`config.mk`:
```
export PLATFORM = sky130hd
export DESIGN_NAME = instr_fetch_unit_flat
export DESIGN_NICKNAME = d
export VERILOG_FILES = /design/src/rtl/instr_fetch_unit_pkg.sv /design/src/rtl/instr_fetch_unit_if.sv /design/src/rtl/instr_fetch_unit_pc_next_calc.sv /design/src/rtl/instr_fetch_unit.sv /design/src/flat_wrapper.sv
export SDC_FILE = /design/constraint.sdc
export NUM_CORES = 1
export LEC_CHECK = 0
export ABC_AREA = 1
export ABC_CLOCK_PERIOD_IN_PS = 1900
export CAP_MARGIN = 20
export CORE_AREA = 2 2 56 79
export CTS_CLUSTER_DIAMETER = 80
export DETAILED_ROUTE_END_ITERATION = 8
export DIE_AREA = 0 0 58 81
export GPL_TIMING_DRIVEN = 0
export PLACE_DENSITY = 0.9
export RECOVER_POWER = 25
export SYNTH_ARGS = -nofsm -noshare
export SYNTH_HDL_FRONTEND = slang
export SYNTH_SLANG_ARGS = --single-unit
```
`constraint.sdc`:
```
create_clock -name clk -period 1.9 [get_ports clk]
set_clock_uncertainty 0.05 [all_clocks]
set_input_delay 0.57 -clock clk [delete_from_list [all_inputs] [get_ports clk]]
set_output_delay 0.57 -clock clk [all_outputs]
set_load 0.01 [all_outputs]
```
`src/rtl/instr_fetch_unit_pkg.sv`:
```
// Shared definitions for the fetch stage: opcode values, instruction-register
// field positions and the fetch FSM state encoding.
package instr_fetch_unit_pkg;

    localparam logic [2:0] OP_ADD  = 3'd0;
    localparam logic [2:0] OP_ADDI = 3'd1;
    localparam logic [2:0] OP_LW   = 3'd2;
    localparam logic [2:0] OP_SW   = 3'd3;
    localparam logic [2:0] OP_BNQ  = 3'd4;
    localparam logic [2:0] OP_AND  = 3'd5;
    localparam logic [2:0] OP_SUB  = 3'd6;
    localparam logic [2:0] OP_HALT = 3'd7;

    // Field positions inside the 16-bit instruction word
    localparam int OPC_MSB = 15;
    localparam int RS_MSB  = 12;
    localparam int RS_LSB  = 10;
    localparam int RT_MSB  = 9;
    localparam int RT_LSB  = 7;
    localparam int RD_MSB  = 6;
    localparam int RD_LSB  = 4;
    localparam int IMM_MSB = 6;
    localparam int IMM_W   = 7;

    typedef enum logic [1:0] {
        ST_IDLE = 2'd0,
        ST_REQ  = 2'd1,
        ST_EXEC = 2'd2,
        ST_HALT = 2'd3
    } fetch_state_e;

endpackage

```
`src/rtl/instr_fetch_unit_if.sv`:
```
// Instruction-memory read channel: request/address out of the fetch unit,
// single-cycle acknowledge with read data back from memory.
interface instr_fetch_unit_if #(
    parameter int PC_WIDTH    = 8,
    parameter int INSTR_WIDTH = 16
);
    logic                   req;
    logic [PC_WIDTH-1:0]    addr;
    logic                   ack;
    logic [INSTR_WIDTH-1:0] rdata;

    modport master (output req, output addr, input ack, input rdata);
    modport slave  (input req, input addr, output ack, output rdata);
endinterface

```
`src/rtl/instr_fetch_unit_pc_next_calc.sv`:
```
// Combinational next-PC: sequential increment, or PC-relative branch when the
// decoder asks for a branch and the ALU result is non-zero (BNQ).
module pc_next_calc #(
    parameter int PC_WIDTH = 8
) (
    input  logic [PC_WIDTH-1:0] pc,
    input  logic [PC_WIDTH-1:0] imm_ext,
    input  logic                branch,
    input  logic                alu_zero,
    output logic [PC_WIDTH-1:0] pc_next
);
    logic taken;

    assign taken = branch && !alu_zero;

    // Truncation to PC_WIDTH gives the required modulo wrap in both directions
    assign pc_next = pc + PC_WIDTH'(1) + (taken ? imm_ext : '0);

endmodule

```
`src/rtl/instr_fetch_unit.sv`:
```
// Fetch stage: PC register, variable-latency instruction-memory handshake,
// instruction register with field decode, and next-PC update on retire.
module instr_fetch_unit
    import instr_fetch_unit_pkg::*;
#(
    parameter int                     PC_WIDTH     = 8,
    parameter int                     INSTR_WIDTH  = 16,
    parameter int                     DATA_WIDTH   = 16,
    parameter int                     OPCODE_WIDTH = 3,
    parameter logic [PC_WIDTH-1:0]    RESET_PC     = '0,
    parameter logic [OPCODE_WIDTH-1:0] HALT_OPCODE = OP_HALT
) (
    input  logic                    clk,
    input  logic                    rst_n,
    instr_fetch_unit_if.master      imem,
    output logic                    instr_valid,
    output logic [OPCODE_WIDTH-1:0] opcode,
    output logic [2:0]              rs,
    output logic [2:0]              rt,
    output logic [2:0]              rd,
    output logic [DATA_WIDTH-1:0]   imm_ext,
    input  logic                    instr_retire,
    input  logic                    branch,
    input  logic                    alu_zero,
    output logic [PC_WIDTH-1:0]     pc,
    output logic                    halted
);

    fetch_state_e           state_q;
    fetch_state_e           state_d;
    logic [INSTR_WIDTH-1:0] ir_q;
    logic [PC_WIDTH-1:0]    pc_q;
    logic [PC_WIDTH-1:0]    pc_next;
    logic                   is_halt;
    logic                   fetch_done;
    logic                   retire_done;

    assign is_halt     = (opcode == HALT_OPCODE);
    assign fetch_done  = (state_q == ST_REQ) && imem.ack;
    assign retire_done = (state_q == ST_EXEC) && instr_retire && !is_halt;

    always_ff @(posedge clk or negedge rst_n) begin
        if (!rst_n) begin
            state_q <= ST_IDLE;
        end else begin
            state_q <= state_d;
        end
    end

    always_comb begin
        state_d = state_q;
        case (state_q)
            ST_IDLE: state_d = ST_REQ;
            ST_REQ:  if (imem.ack) state_d = ST_EXEC;
            // HALT wins over a retire pulse in the same cycle
            ST_EXEC: begin
                if (is_halt)           state_d = ST_HALT;
                else if (instr_retire) state_d = ST_REQ;
            end
            ST_HALT: state_d = ST_HALT;
            default: state_d = ST_IDLE;
        endcase
    end

    always_comb begin
        imem.req    = 1'b0;
        instr_valid = 1'b0;
        halted      = 1'b0;
        case (state_q)
            ST_REQ:  imem.req    = 1'b1;
            ST_EXEC: instr_valid = 1'b1;
            ST_HALT: halted      = 1'b1;
            default: ;
        endcase
    end

    always_ff @(posedge clk or negedge rst_n) begin
        if (!rst_n) begin
            ir_q <= '0;
            pc_q <= RESET_PC;
        end else begin
            if (fetch_done)  ir_q <= imem.rdata;
            if (retire_done) pc_q <= pc_next;
        end
    end

    pc_next_calc #(
        .PC_WIDTH (PC_WIDTH)
    ) u_pc_next_calc (
        .pc       (pc_q),
        .imm_ext  (imm_ext[PC_WIDTH-1:0]),
        .branch   (branch),
        .alu_zero (alu_zero),
        .pc_next  (pc_next)
    );

    // Fields are a pure view of IR; instr_valid alone says whether they mean anything
    assign opcode    = ir_q[OPC_MSB -: OPCODE_WIDTH];
    assign rs        = ir_q[RS_MSB:RS_LSB];
    assign rt        = ir_q[RT_MSB:RT_LSB];
    assign rd        = ir_q[RD_MSB:RD_LSB];
    assign imm_ext   = {{(DATA_WIDTH-IMM_W){ir_q[IMM_MSB]}}, ir_q[IMM_MSB:0]};
    assign pc        = pc_q;
    assign imem.addr = pc_q;

endmodule

```
`src/flat_wrapper.sv`:
```
// flat-port wrapper written by rule: the top's interface ports become plain ports
module instr_fetch_unit_flat import instr_fetch_unit_pkg::*;
#(
    parameter int                     PC_WIDTH     = 8,
    parameter int                     INSTR_WIDTH  = 16,
    parameter int                     DATA_WIDTH   = 16,
    parameter int                     OPCODE_WIDTH = 3,
    parameter logic [PC_WIDTH-1:0]    RESET_PC     = '0,
    parameter logic [OPCODE_WIDTH-1:0] HALT_OPCODE = OP_HALT
)
  (clk, rst_n, instr_valid, opcode, rs, rt, rd, imm_ext, instr_retire, branch, alu_zero, pc, halted, imem_req, imem_addr, imem_ack, imem_rdata);
  instr_fetch_unit_if #(.PC_WIDTH(PC_WIDTH), .INSTR_WIDTH(INSTR_WIDTH)) imem_i ();
  input  logic clk;
  input  logic rst_n;
  output logic instr_valid;
  output logic [OPCODE_WIDTH-1:0] opcode;
  output logic [2:0] rs;
  output logic [2:0] rt;
  output logic [2:0] rd;
  output logic [DATA_WIDTH-1:0] imm_ext;
  input  logic instr_retire;
  input  logic branch;
  input  logic alu_zero;
  output logic [PC_WIDTH-1:0] pc;
  output logic halted;
  output wire logic [$bits(imem_i.req)-1:0] imem_req;
  output wire logic [$bits(imem_i.addr)-1:0] imem_addr;
  input wire logic [$bits(imem_i.ack)-1:0] imem_ack;
  input wire logic [$bits(imem_i.rdata)-1:0] imem_rdata;
  assign imem_req = imem_i.req;
  assign imem_addr = imem_i.addr;
  assign imem_i.ack = imem_ack;
  assign imem_i.rdata = imem_rdata;
  instr_fetch_unit #(.PC_WIDTH(PC_WIDTH), .INSTR_WIDTH(INSTR_WIDTH), .DATA_WIDTH(DATA_WIDTH), .OPCODE_WIDTH(OPCODE_WIDTH), .RESET_PC(RESET_PC), .HALT_OPCODE(HALT_OPCODE)) u_core (.clk(clk), .rst_n(rst_n), .imem(imem_i), .instr_valid(instr_valid), .opcode(opcode), .rs(rs), .rt(rt), .rd(rd), .imm_ext(imm_ext), .instr_retire(instr_retire), .branch(branch), .alu_zero(alu_zero), .pc(pc), .halted(halted));
endmodule
```
Word-level counts from Yosys, hierarchy flattened --
Index checks and enable logic that the tools add are counted. Widths: inputs -> output; s select.
Word-level totals: register bits after elaboration 26, bits of input ports 22, output and inout bits 47, logic and storage cells 27
Operators by class: add/subtract/negate cells 2, equal/unequal tests 6, multiplexer cells 8, reduce and logical (&&, ||, !) cells 8
Operators with widths (count):
- $add 8x1->8 const B | 1
- $add 8x8->8 | 1
- $mux 8 | 1
- $pmux 2 s4 | 1
- $mux 2 | 3
- $eq 2x2->1 const B | 2
- $logic_and 1x1->1 | 4
- $eq 3x3->1 const B | 1
- $mux 1 | 3
- $ne 3x2->1 const B | 1
- $eq 2x1->1 const B | 1
- $logic_not 1->1 | 2
- $logic_not 2->1 | 1
- $ne 2x2->1 const B | 1
- $reduce_and 2->1 | 1

Longest topological paths before layout --
Gate-level depths: netlist of the first run.
depth in word-level cells 4, gate-level depth with buffers 13, mapped depth without buffers 13

Cells and area by module --
Synthesis of the first run repeated with hierarchy kept, for this count alone.
Unflattened totals: cell total of the unflattened synthesis 221, area, all modules 1637.8 sq um
By module, submodules not included:
- instr_fetch_unit | instances 1, cells each 141, area an instance 1221.2 sq um, seq. area each 650.6 sq um
- pc_next_calc | instances 1, cells each 80, area an instance 416.6 sq um, seq. area each 0.0 sq um

Worst setup path before layout of the first run --
No wires, ideal clock.
path type input to register, start point in alu_zero, end point reg u_core.pc_q[4] (netlist: u_core.imem.addr[4]), setup time 119 ps, arrival time 1799 ps, required time 1731 ps, setup slack -68 ps, stages 10, path buffers 0, cells stage by stage inv_1 -> nand2_1 -> inv_1 -> nand2_1 -> ha_1 -> fa_1 -> o21bai_1 -> nand2_1 -> nand2_1 -> o21ai_2
Between the ends: word-level cells in the longest chain between the ends 4
Ends and longest elaborated chain:
- start: declaration | RTL line flat_wrapper.sv:23 | input logic alu_zero;
- $logic_not 1->1 | RTL line instr_fetch_unit_pc_next_calc.sv:14 | assign taken = branch && !alu_zero;
- $logic_and 1x1->1 | RTL line instr_fetch_unit_pc_next_calc.sv:14
- $mux 8 | RTL line instr_fetch_unit_pc_next_calc.sv:17 | assign pc_next = pc + PC_WIDTH'(1) + (taken ? imm_ext : '0);
- $add 8x8->8 | RTL line instr_fetch_unit_pc_next_calc.sv:17
- end signal: assignment | RTL line instr_fetch_unit.sv:83 | if (retire_done) pc_q <= pc_next;
- end: declaration | RTL line instr_fetch_unit.sv:32 | logic [PC_WIDTH-1:0] pc_q;
Every way passes these cells. A chain may end at the register's enable or synchronous reset.

Worst setup path in the final report of the first run --
start point reg u_core.ir_q[6], end point out imm_ext[14]
RTL lines:
- start: declaration | RTL line instr_fetch_unit.sv:31 | logic [INSTR_WIDTH-1:0] ir_q;
- start signal: assignment | RTL line instr_fetch_unit.sv:82 | if (fetch_done) ir_q <= imem.rdata;
- end: declaration | RTL line flat_wrapper.sv:20 | output logic [DATA_WIDTH-1:0] imm_ext;
No word-level cell between the ends.

==> out/metrics.yaml, run 1 <==
routing:
  dr.pass1.iters: 4
  drt-vias-per-instance: 4.642
  routed_wl_um: 4167
  drc: 0
  dr_total_vias: 1620
  wl_per_cell_um: 11.94
  ant_nets: 0
  drt_iter0_markers: 22
synthesis:
  synth_fp_nets: 240
  yosysMostFrequentCell: "nand2_1"
  yosysTopAreaCell: "dfrtp_1"
  yosys-top-cells-area: "dfrtp_1 (39%), nand2_1 (17%), buf_4 (9.0%), inv_1 (5.4%), ha_1 (5.2%)"
  yosysSeqAreaShare_pct: 38.98
  synthFlopType: "dfrtp_1"
  yosys-top-cells-count: "nand2_1 (75), dfrtp_1 (26), inv_1 (24), buf_4 (20), nand3_1 (9)"
  postSynthAreaPerCell_sq_um: 7.948
  synth_edf_count: 0
  synth_area_sq_mm: 0.001669
  yosys_warnings: 0
  ys_ff_latch: 26
  async_flop_share_pct: 100.0
  synthDistinctLibCells: 28
  yosys.area.top_type_share_pct: 38.98
  postSynthCellCount: 210
timing:
  rsz0062_at_grt: "yes"
  min_period_over_period_pct: 98.24
  clock.fmax_ghz: 0.5357
  final_max_slew_viol_count: 0
  setup_viol: 0
  hold_viol: 0
  hold_ws_ps: 449.0
  fin_setup_tns_ps: 0
  worstMarginPinSlew_ps: 462.7
  max-slew-margin-rel_pct: 69.15
  period_needed_ps: 1867
setup_path:
  path_max_fanout: 6
  crit_buf_inv: 3
  cpMostUsedCell: "buf_4"
  startpoint_type: "flip-flop"
  cpPeakStageDelay_ps: 410
  endpoint_kind: "output port"
  path_class: "flip-flop to output port"
  path_cells: "buf_4, buf_4, dlygate4sd2_1"
  cp.required_ps: 1280
  slowest_stage: "dfrtp_2"
  cp_top_family: "buffers and inverters"
  cp.arrival_ps: 1250
global_route:
  grt_pass1_wl_um: 6603
  grt_antenna_before_repair: 0
  overflow: 0
  grt_max_degree: 19
  grt_pass1_vias: 1549
  grtUsageTotal_pct: 18.02
clock_tree:
  clock_tree.root_cell: "clkbuf_8"
  cts_tree: "done"
  cts_max_level: 1
  clk_transition_reported_paths_ps: 100
  clockBufferDepth: 2
  clock_latency_ps: 270
  cts_made_buffers: 3
  cts.sinks: 26
  ctsHoldBuffers: 0
job:
  drv_cap: 0
power_and_ir_drop:
  irDropWorstVdd_mv: 0.6092
  comb_power_share_pct: 9.4
  pwr-share-seq_pct: 54.7
  power.density_mw_per_mm2: 377.6
  cellLeakagePower_nw: 1.562
  p_int_mw: 0.7923
  p_sw_share_pct: 21.56
  switchingPower_mw: 0.2178
  clkPwrFrac_pct: 35.9
layout:
  nFillCells: 319
  areaGrowthSynthToFinish_pct: 60.27
  drive_above_1_share_pct: 32.57
  nets: 335
  final_area_sq_mm: 0.002675
  n_antenna_cell: 0
placed_design:
  portBuffers: 68
  gp_congestion: 0.8082
  dpl_cell_area_sq_mm: 0.002436
  dp_hpwl_um: 3050
floorplanning:
  core_sq_mm: 0.004064
  die_h_um: 81
  die-area_sq_mm: 0.004698
  initial_utilization_pct: 41.07
  die_x_um: 58
  rows: 28
  pin_count: 69
outcome:
  status: "complete, no violations"
hold_path:
  hp-class: "flip-flop to flip-flop"
## power by group through the flow
| stage | Clock (mW) | Sequential, mW | Combinational, mW |
|---|---|---|---|
| floorplan | 0 | 0.564 | 0.0170 |
| global placement | 0 | 0.564 | 0.0764 |
| detailed placement | 0 | 0.564 | 0.0866 |
| CTS | 0.362 | 0.553 | 0.0946 |
| global route | 0.393 | 0.553 | 0.103 |
| finish | 0.362 | 0.553 | 0.0948 |
## tightest hold or removal path, delay by kind of cell (launching register included)
family | cells | cell delay [ps]
DFF | 1 | 360
and+or+nand+nor | 2 | 110
## cells by family after synthesis
| group | after synthesis | share of synthesized area (%) |
|---|---|---|
| AO/OA/AOI/OAI | 15 | 6.597 |
| XOR/XNOR | 2 | 1.050 |
| adder cells (fa/ha/maj) | 8 | 6.447 |
| buffers and inverters | 52 | 18.22 |
| flip-flops | 26 | 38.98 |
| AND/OR/NAND/NOR | 107 | 28.71 |
## sequential cells by signal, summed over array words and instances (netlist names)
register          cells
u_core.imem.addr      8
u_core.ir_q          16
u_core.state_q        2
## final timing paths
path	startpoint	depth (start not counted)	slack [ps]	endpoint
min reg2reg	u_core.ir_q[9]	2	450	u_core.ir_q[9]
max in group asynchronous	rst_n	2	400	u_core.ir_q[6]
max reg2reg	u_core.ir_q[6]	12	130	u_core.imem.addr[7]
min in group asynchronous	rst_n	1	610	u_core.imem.addr[0]
max	u_core.ir_q[6]	3	30	imm_ext[14]
min	u_core.ir_q[9]	2	450	u_core.ir_q[9]
## cell type report
class | count | area, sq um | area share [%]
timing repair buffer | 90 | 825.8 | 30.87
multi-input combinational | 132 | 782.0 | 29.23
sequential | 26 | 651.9 | 24.37
buffer | 24 | 197.7 | 7.390
inverter | 28 | 106.4 | 3.976
tap | 45 | 56.30 | 2.105
clock buffer | 4 | 55.05 | 2.058
## cell usage in the layout (no fill, tap or decap), types with 2 or more instances in the layout
cell type,count
nand2_4,2
nor2_1,5
dlymetal6s2s_1,6
ha_4,2
inv_1,20
clkbuf_2,2
nand3b_1,2
nor2_4,2
dfrtp_1,25
inv_2,6
buf_6,3
buf_4,47
nand2_1,72
dlygate4sd2_1,11
nand3_1,7
xor2_1,2
nand2_2,8
nand4_1,2
ha_1,4
nor2_2,3
clkdlybuf4s50_1,41
clkbuf_8,4
o21ai_0,2
o21ai_2,8
nand3_2,2
## through the flow
step | std cells | worst slack [ps] | utilization (%) | power (mW)
CTS | 342 | 2.384 | 63.39 | 1.009
floorplan | 210 | 4.090 | - | 0.5810
global placement | 323 | -581.6 | 59.27 | 0.6403
global route | 349 | -41.82 | 65.83 | 1.050
finish | 349 | 33.40 | 65.83 | 1.010
detailed placement | 324 | -616.8 | 59.94 | 0.6504
## layer usage
metal  track usage, %  share of wire (%)  routed length, um
met5                0                  0                  0
met4            5.814                2.1                 87
met3            3.185                5.8                241
met2            34.89                 57               2363
met1            19.25                 35               1475
## timing repair
item	in CTS	in global routing
pin swaps	10	10
gates cloned	0	0
buffers inserted	14	7
endpoints found under the setup margin	31	13
gates resized for setup	31	20
Note: power is estimated with default switching activity, not from simulation.
==> run 2, diff against run 1 <==
CORE_AREA = 10 10 64 87   (was 2 2 56 79)
DIE_AREA = 0 0 74 97   (was 0 0 58 81)
SKIP_CTS_REPAIR_TIMING = 1   (was not set)
==> out/metrics.yaml, run 2 (synthesized netlist as in run 1, its figures left out) <==
outcome:
  status: "complete, no violations"
global_route:
  grt_antenna_before_repair: 0  # unchanged
  met3_usage_pct: 4.796  # +1.6 points
  overflow: 0  # unchanged
  grtUsageTotal_pct: 11.63  # -6.4 points
  busiest_layer: "met2"
  use_met1_pct: 10.94  # -8.3 points
  met2_usage_pct: 21.20  # -14 points
  grt_pass1_wl_um: 6879  # +4.2%
  grt_pass1_vias: 1548  # -0.065%
  grt_max_degree: 21  # +2
placed_design:
  gp_congestion: 0.7884  # -2.4%
  portBuffers: 68  # unchanged
  post-place-ws_ps: -608.8  # +7.918 ps
  dp_hpwl_um: 3520  # +15%
  dp_cells: 322  # -0.62%
clock_tree:
  clockBufferDepth: 2  # unchanged
  clk_transition_reported_paths_ps: 90  # about the same
  cts_made_buffers: 3  # unchanged
  cts_tree: "done"
  cts.sinks: 26  # unchanged
  cts_max_level: 1  # unchanged
  clock_tree.root_cell: "clkbuf_8"
  clock_latency_ps: 270  # about the same
job:
  drv_cap: 0  # unchanged
setup_path:
  cp.required_ps: 1280  # about the same
  startpoint_type: "flip-flop"
  cpPeakStageDelay_ps: 570  # +160 ps
  cp_top_family: "buffers and inverters"
  endpoint_kind: "output port"
  path_class: "flip-flop to output port"
  path_max_fanout: 3  # -3
  cp.arrival_ps: 1220  # -30 ps
  slowest_stage: "clkdlybuf4s50_1"
  path_cells: "clkdlybuf4s50_1"
  crit_buf_inv: 1  # -2
power_and_ir_drop:
  pwr-share-seq_pct: 50.2  # -4.5 points
  switchingPower_mw: 0.2208  # +1.4%
  comb_power_share_pct: 7.2  # -2.2 points
  cellLeakagePower_nw: 1.825  # +17%
  p_int_mw: 0.8802  # +11%
  irDropWorstVdd_mv: 0.3850  # -37%
  p_sw_share_pct: 20.06  # -1.5 points
  clkPwrFrac_pct: 42.5  # +6.6 points
  power.density_mw_per_mm2: 405.7  # +7.4%
timing:
  period_needed_ps: 1843  # -23.64 ps
  setup_viol: 0  # unchanged
  min_period_over_period_pct: 97.00  # -1.2 points
  max-slew-margin-rel_pct: 67.66  # -1.5 points
  final_max_slew_viol_count: 0  # unchanged
  clock.fmax_ghz: 0.5426  # +1.3%
  setup_slack_ps: 57.03  # +23.64 ps
  hold_viol: 0  # unchanged
  worstMarginPinSlew_ps: 485.1  # +22.33 ps
routing:
  drc: 0  # unchanged
  routed_wl_um: 4514  # +8.3%
  drt-vias-per-instance: 4.594  # -1.0%
  dr_total_vias: 1571  # -3.0%
  dr.pass1.iters: 4  # unchanged
  wl_per_cell_um: 13.20  # +11%
  drt_iter0_markers: 62  # +180%
  ant_nets: 0  # unchanged
layout:
  nFillCells: 311  # -2.5%
  final_cell_mix: "nand2_1 (73), clkdlybuf4s50_1 (39), buf_4 (36), dlymetal6s2s_1 (28), dfrtp_1 (23)"
  drive_above_1_share_pct: 27.09  # -5.5 points
  largest_register_ffs: 16  # unchanged
  final_common_cell: "nand2_1"
  nets: 330  # -1.5%
  fin_cells: 342  # -2.0%
  n_antenna_cell: 0  # unchanged
  regMostFlops: "u_core.ir_q"
  areaGrowthSynthToFinish_pct: 62.59
hold_path:
  hp-class: "flip-flop to flip-flop"
floorplanning:
  pin_count: 69  # unchanged
  die_h_um: 97  # +20%
  core_sq_mm: 0.003953  # -2.7%
  rows: 27  # -3.6%
  die-area_sq_mm: 0.007178  # +53%
  die_x_um: 74  # +28%
  initial_utilization_pct: 42.23  # +1.2 points
## run 2: cell count changes in the layout (fill, tap and decap cells not counted), sizes merged
cell	delta
buf	-12
clkbuf	-2
clkdlybuf4s15	-1
dlymetal6s2s	+22
bufinv	+1
dlygate4sd2	-11
clkdlybuf4s50	-2
## run 2: final timing paths
| kind | start | endpoint | slack (ps) | depth (start not counted) |
|---|---|---|---|---|
| max in group asynchronous | rst_n | u_core.state_q[1] | 450 | 2 |
| min reg2reg | u_core.ir_q[9] | u_core.ir_q[9] | 440 | 2 |
| min in group asynchronous | rst_n | u_core.imem.addr[2] | 560 | 1 |
| min | u_core.ir_q[9] | u_core.ir_q[9] | 440 | 2 |
| max reg2reg | u_core.ir_q[6] | u_core.imem.addr[7] | 210 | 11 |
| max | u_core.ir_q[14] | opcode[1] | 60 | 1 |
## run 2: final cells by class
cell class	count	area (sq um)	share of cell area (%)
inverter	28	106.4	3.919
buffer	24	197.7	7.284
tap	43	53.80	1.982
sequential	26	654.4	24.11
clock inverter	1	30.03	1.107
multi-input combinational	132	754.5	27.80
clock buffer	3	41.29	1.521
timing repair buffer	85	875.8	32.27
## run 2: power groups by stage
stage	logic, mW	clock network [mW]	registers [mW]
2_1_floorplan	0.0170	0	0.564
5_1_grt	0.0882	0.499	0.553
6_report	0.0798	0.468	0.553
3_5_place_dp	0.0845	0	0.564
4_1_cts	0.0848	0.472	0.553
3_3_place_gp	0.0761	0	0.564
## run 2: layer usage
| layer | up-vias | wire length [um] |
|---|---|---|
| li1 | 802 | - |
| met1 | 715 | 1585 |
| met2 | 50 | 2468 |
| met3 | 4 | 411 |
| met4 | 0 | 48 |
| met5 | - | 0 |
## run 2: through the flow
stage	power [mW]	hold WS, ps	TNS, ps	instance area (sq um)	utilization [%]
after global routing	1.140	480.6	-9.417	2714	68.66
final	1.101	444.4	0	2714	68.66
after floorplan	0.5810	224.4	0	1672	-
after CTS	1.110	448.4	-6142	2505	63.37
after detailed placement	0.6484	421.5	-3804	2434	61.57
after global placement	0.6400	410.9	-7197	2406	60.87
==> run 3, diff against run 2 <==
SYNTH_HIERARCHICAL = 1   (was not set)
==> out/metrics.yaml, run 3 <==
outcome:
  status: "complete, but fails checks"
  violations: "negative setup slack"
setup_path:
  startpoint_type: "primary input"
  r2r_slack_ps: 50  # -160 ps
  cp-startpoint: "alu_zero"
  reg2reg_from: "u_core/ir_q[6]"
  cp.arrival_ps: 2080  # +860 ps
  path_max_fanout: 6  # +3
  endpoint_kind: "flip-flop"
  path_class: "primary input to flip-flop"
  cp.required_ps: 2060  # +780 ps
timing:
  final_max_slew_viol_count: 0  # unchanged
  max-slew-margin-rel_pct: 67.76  # +0.10 points
  hold_ws_ps: 426.1  # -18.26 ps
  setup_slack_ps: -25.37  # -82.40 ps
  setup_viol: 1  # +1
  hold_viol: 0  # unchanged
  rsz0062_at_grt: "yes"
  period_needed_ps: 1925  # +82.40 ps
  worstMarginPinSlew_ps: 483.6  # -1.503 ps
  min_period_over_period_pct: 101.3  # +4.3 points
  clock.fmax_ghz: 0.5194  # -4.3%
placed_design:
  portBuffers: 68  # unchanged
  gp_congestion: 0.8652  # +9.7%
  dp_hpwl_um: 3701  # +5.1%
layout:
  nets: 345  # +4.5%
  areaGrowthSynthToFinish_pct: 64.93
  drive_above_1_share_pct: 22.68  # -4.4 points
  regMostFlops: "u_core/ir_q"
  largest_register_ffs: 16  # unchanged
  n_antenna_cell: 0  # unchanged
  final_common_cell: "nand2_1"
  utilization_pct: 68.34  # -0.32 points
  final_cell_mix: "nand2_1 (94), buf_4 (39), clkdlybuf4s50_1 (37), dlymetal6s2s_1 (27), dfrtp_1 (24)"
floorplanning:
  die_h_um: 97  # unchanged
  die_x_um: 74  # unchanged
  die-area_sq_mm: 0.007178  # unchanged
  core_sq_mm: 0.003953  # unchanged
  initial_utilization_pct: 41.44  # -0.79 points
  pin_count: 69  # unchanged
  rows: 27  # unchanged
synthesis:
  yosysMostFrequentCell: "nand2_1"
  synthFlopType: "dfrtp_1"
  yosysSeqAreaShare_pct: 39.72  # +0.74 points
  synth_fp_nets: 251  # +4.6%
  yosys-top-cells-area: "dfrtp_1 (40%), nand2_1 (22%), buf_4 (9.6%), inv_1 (5.7%), ha_1 (5.3%)"
  yosysTopAreaCell: "dfrtp_1"
  yosys_warnings: 6  # +6
  async_flop_share_pct: 100.0  # unchanged
  yosys-top-cells-count: "nand2_1 (97), dfrtp_1 (26), inv_1 (25), buf_4 (21), nand3_1 (15)"
  ys_ff_latch: 26  # unchanged
  postSynthAreaPerCell_sq_um: 7.411  # -6.8%
  postSynthCellCount: 221  # +5.2%
  synth_area_sq_mm: 0.001638  # -1.9%
  synth_edf_count: 0  # unchanged
  synthDistinctLibCells: 22  # -21%
  yosys.area.top_type_share_pct: 39.72  # +0.74 points
hold_path:
  hold_start: "u_core/ir_q[10]"
  hp-class: "flip-flop to flip-flop"
routing:
  wl_per_cell_um: 14.12  # +6.9%
  drt-vias-per-instance: 4.711  # +2.5%
  dr.pass1.iters: 4  # unchanged
  dr_total_vias: 1677  # +6.7%
  routed_wl_um: 5025  # +11%
  ant_nets: 0  # unchanged
  drc: 0  # unchanged
  drt_iter0_markers: 88  # +42%
global_route:
  grt_antenna_before_repair: 0  # unchanged
  grt_pass1_wl_um: 7258  # +5.5%
  grt_pass1_vias: 1551  # +0.19%
  grtUsageTotal_pct: 12.40  # +0.77 points
  overflow: 0  # unchanged
  grt_max_degree: 20  # -4.8%
job:
  drv_cap: 0  # unchanged
clock_tree:
  clk_transition_reported_paths_ps: 90  # about the same
  clock_latency_ps: 260  # about the same
  cts_max_level: 1  # unchanged
  cts_made_buffers: 3  # unchanged
  clockBufferDepth: 2  # unchanged
  cts.sinks: 26  # unchanged
  cts_tree: "done"
  clock_tree.root_cell: "clkbuf_8"
power_and_ir_drop:
  irDropWorstVdd_mv: 1.038  # +170%
  cellLeakagePower_nw: 1.738  # -4.8%
  power.density_mw_per_mm2: 1507  # +270%
-- run 3: cells by family (layout without fill, tap and decap cells) --
group	after synthesis	in the layout	synth area share, %
AOI/OAI and AO/OA	2	2	0.6112
DFF	26	26	39.72
xor gates and xnor gates	3	3	1.605
buffers and inverters	50	142	16.96
adders and majority gates	8	8	6.570
and+or+nand+nor	132	132	34.53
-- run 3: path summary, 6_finish.rpt --
kind,endpoint,cells past startpoint
min,u_core/ir_q[10],2
min in group asynchronous,u_core/ir_q[15],1
max in group asynchronous,u_core/ir_q[6],2
min reg2reg,u_core/ir_q[10],2
max,u_core/imem.addr[6],16
max reg2reg,u_core/imem.addr[7],12
-- run 3: area by class of cell --
| class | count | area, sq um |
|---|---|---|
| plain buffers | 23 | 173.9 |
| flip-flops and latches | 26 | 653.1 |
| inverters | 27 | 122.6 |
| fillers | 296 | 1251 |
| well taps | 43 | 53.80 |
| repair buffers | 89 | 904.6 |
| multi-input cells | 145 | 752.0 |
| clock buffers | 3 | 41.29 |
-- run 3: metal layers --
metal	GRT usage [%]	vias to the layer above	wire (um)
met5	0	-	0
met4	4.006	0	24
met3	3.061	2	287
met2	23.49	58	2993
met1	12.17	782	1720
li1	-	835	-
-- run 3: worst max-delay path: stages --
cell and delay (ps):
buf_6 120, inv_16 50, nand2_8 60, inv_4 60, nand2_2 50, ha_4 160
fa_2 360, inv_2 60, nand2_1 40, nand2_1 70, nand3b_1 100, nand2_1 80
nand2_1 60, nand2_1 60, nand3_1 80, nand2_1 90
-- run 3: where the power goes --
group / switching (mW) / total, mW / internal [mW]
sequential: 0.223 / 1.03 / 0.810
clock: 0.161 / 0.303 / 0.142
combinational: 1.20 / 2.73 / 1.53
-- run 3: per-stage QoR --
step / total power [mW] / instances / setup TNS (ps) / instance area [sq um] / setup WS (ps)
final: 4.070 / 356 / -25.37 / 2701 / -25.37
after floorplan: 2.284 / 221 / -69.63 / 1675 / -44.05
after detailed placement: 3.528 / 333 / -5454 / 2437 / -876.8
after global placement: 3.432 / 332 / -7957 / 2410 / -828.1
after CTS: 3.838 / 336 / -7730 / 2479 / -600.2
after global routing: 4.386 / 356 / -205.5 / 2701 / -144.9
==> RTL change (config.mk and constraints of run 1) <==
Encoding of `fetch_state_e`: now one-hot (4 bits for 4 states).
--- a/src/rtl/instr_fetch_unit_pkg.sv
+++ b/src/rtl/instr_fetch_unit_pkg.sv
@@ -22,11 +22,11 @@
     localparam int IMM_MSB = 6;
     localparam int IMM_W   = 7;
 
-    typedef enum logic [1:0] {
-        ST_IDLE = 2'd0,
-        ST_REQ  = 2'd1,
-        ST_EXEC = 2'd2,
-        ST_HALT = 2'd3
+    typedef enum logic [3:0] {
+        ST_IDLE = 4'b0001,
+        ST_REQ  = 4'b0010,
+        ST_EXEC = 4'b0100,
+        ST_HALT = 4'b1000
     } fetch_state_e;
 
 endpackage
Check against the original RTL: no difference found for any inputs over 10 cycles, from zero or initial values and one cycle with rst_n low; not proved beyond that.
==> RTL change against run 1 <==
Wire length is 17% higher. Cell area is 4.0% higher. Setup slack worse by 6.3 ps. Synthesized area is 2.5% higher. Synthesized cell count is 6.7% higher. Count of clock-buffer cells in the layout is 1 lower. Register-to-register slack better by 20 ps. Sequential cell count is 2 higher. Utilization is 2.6 points higher.
Power is left out: it rests on default switching activity, and per cell area and clock period it moved more than threefold.
==> RTL change: results (changes against run 1) <==
Post-synth top cells = nand2_1, inv_1, dfrtp_1
Worst R2R Path Depth = 11 (-1)
Worst path top cell family by delay = simple AND/OR/NAND/NOR gates
port bufs = 68 (unchanged)
final net count = 347 (+3.6%)
layout cells sized above 1 = 0.288 (-0.0377)
Synth Area in Compound Gates = 0.0468 (-0.0192)
Arr. time, crit path = 2000 ps (+750 ps)
DRT Pass-1 Iters = 4 (unchanged)
status = finished, final reports clean
DP HPWL = 3110 um (+2.0%)
number of synthesized flops with an enable pin = 0 (unchanged)
GR Util All Layers = 0.191 (+0.0105)
Crit Path Max Fanout = 5 (-1)
vias in the first global route = 1586 (+2.4%)
adder-cell share of the synthesized area = 0.0629 (-0.00160)
Seq/Total Area, Yosys = 0.410 (+0.0203)
Area contributors post-synth = dfrtp_1, nand2_1, buf_4
worst-skew pair later-pin latency = 280 ps
most used flip-flop cell after synthesis = dfrtp_1
hold path depth = 2 (unchanged)
R2R setup slack = 150 ps (+20 ps)
routed wire length = 4890 um (+17%)
Placer Congestion = 0.857 (+6.1%)
1st-iter DRT viols = 44 (+100%)
worst hold slack = 439 ps (-10.1 ps)
sink of the worst hold path = u_core.ir_q[11]
largest net degree at the start of global routing = 20 (+1)
maximum clock path buffer count = 2 (unchanged)
htree depth = 1 (unchanged)
routed vias = 1787 (+10%)
Post-Syn Nets = 254 (+5.8%)
slowest CP cell = ha_4
worst slew margin relative to its limit = 0.665 (-0.0265)
xor and xnor area share after synthesis = 0.00512 (-0.00538)
Hold WC Path Type = reg -> reg
Hold Crit Start = u_core.ir_q[11]
CTS Buf Count = 3 (unchanged)
first-pass GRT wire length = 6990 um (+5.8%)
Netlist cell types = 25 (-11%)
Max stage delay on crit path = 240 ps (-170 ps)
RTL change: layout make-up:
| class | count | area, um^2 |
|---|---|---|
| flip-flops and latches | 28 | 703 |
| inverters | 31 | 121 |
| clock buffers | 3 | 41.3 |
| well taps | 45 | 56.3 |
| multi-input cells | 140 | 850 |
| fillers | 299 | 1280 |
| repair buffers | 89 | 806 |
| clock inverters | 1 | 30.0 |
| plain buffers | 24 | 175 |
RTL change: routing by layer:
metal  wire length (um)  vias up  track usage
met5                  0        -            0
li1                   -      862            -
met4                123        0       0.0930
met2               2750       72        0.359
met3                277       12       0.0287
met1               1740      841        0.202
RTL change: worst max path at each step:
stage	startpoint	end	cells past startpoint
6_report	alu_zero	u_core.imem.addr[7]	12
5_1_grt	alu_zero	u_core.imem.addr[5]	14
4_1_cts	u_core.state_q[3]	imem_req	4
3_5_place_dp	branch	u_core.imem.addr[6]	12
3_3_place_gp	branch	u_core.imem.addr[4]	10
2_1_floorplan	alu_zero	u_core.imem.addr[4]	10
RTL change: tightest hold or removal path, delay by kind of cell (launching register included):
kind	cells	cell delay, ps
and+or+nand+nor	2	100
DFF	1	360
RTL change: timing repair:
item                       4_1_cts  5_1_grt
setup buffers                   14        6
resized for setup               48       30
pin swaps                        8        9
setup endpoints to repair       31       20
RTL change: stage by stage:
| stage | cells | worst slack (ps) | utilization | instance area, um^2 |
|---|---|---|---|---|
| final | 361 | 27.1 | 0.685 | 2780 |
| after floorplan | 224 | 6.65 | - | 1710 |
| after CTS | 355 | -5.40 | 0.658 | 2680 |
| after global routing | 361 | -58.5 | 0.685 | 2780 |
| after detailed placement | 338 | -608 | 0.610 | 2480 |
| after global placement | 337 | -566 | 0.603 | 2450 |
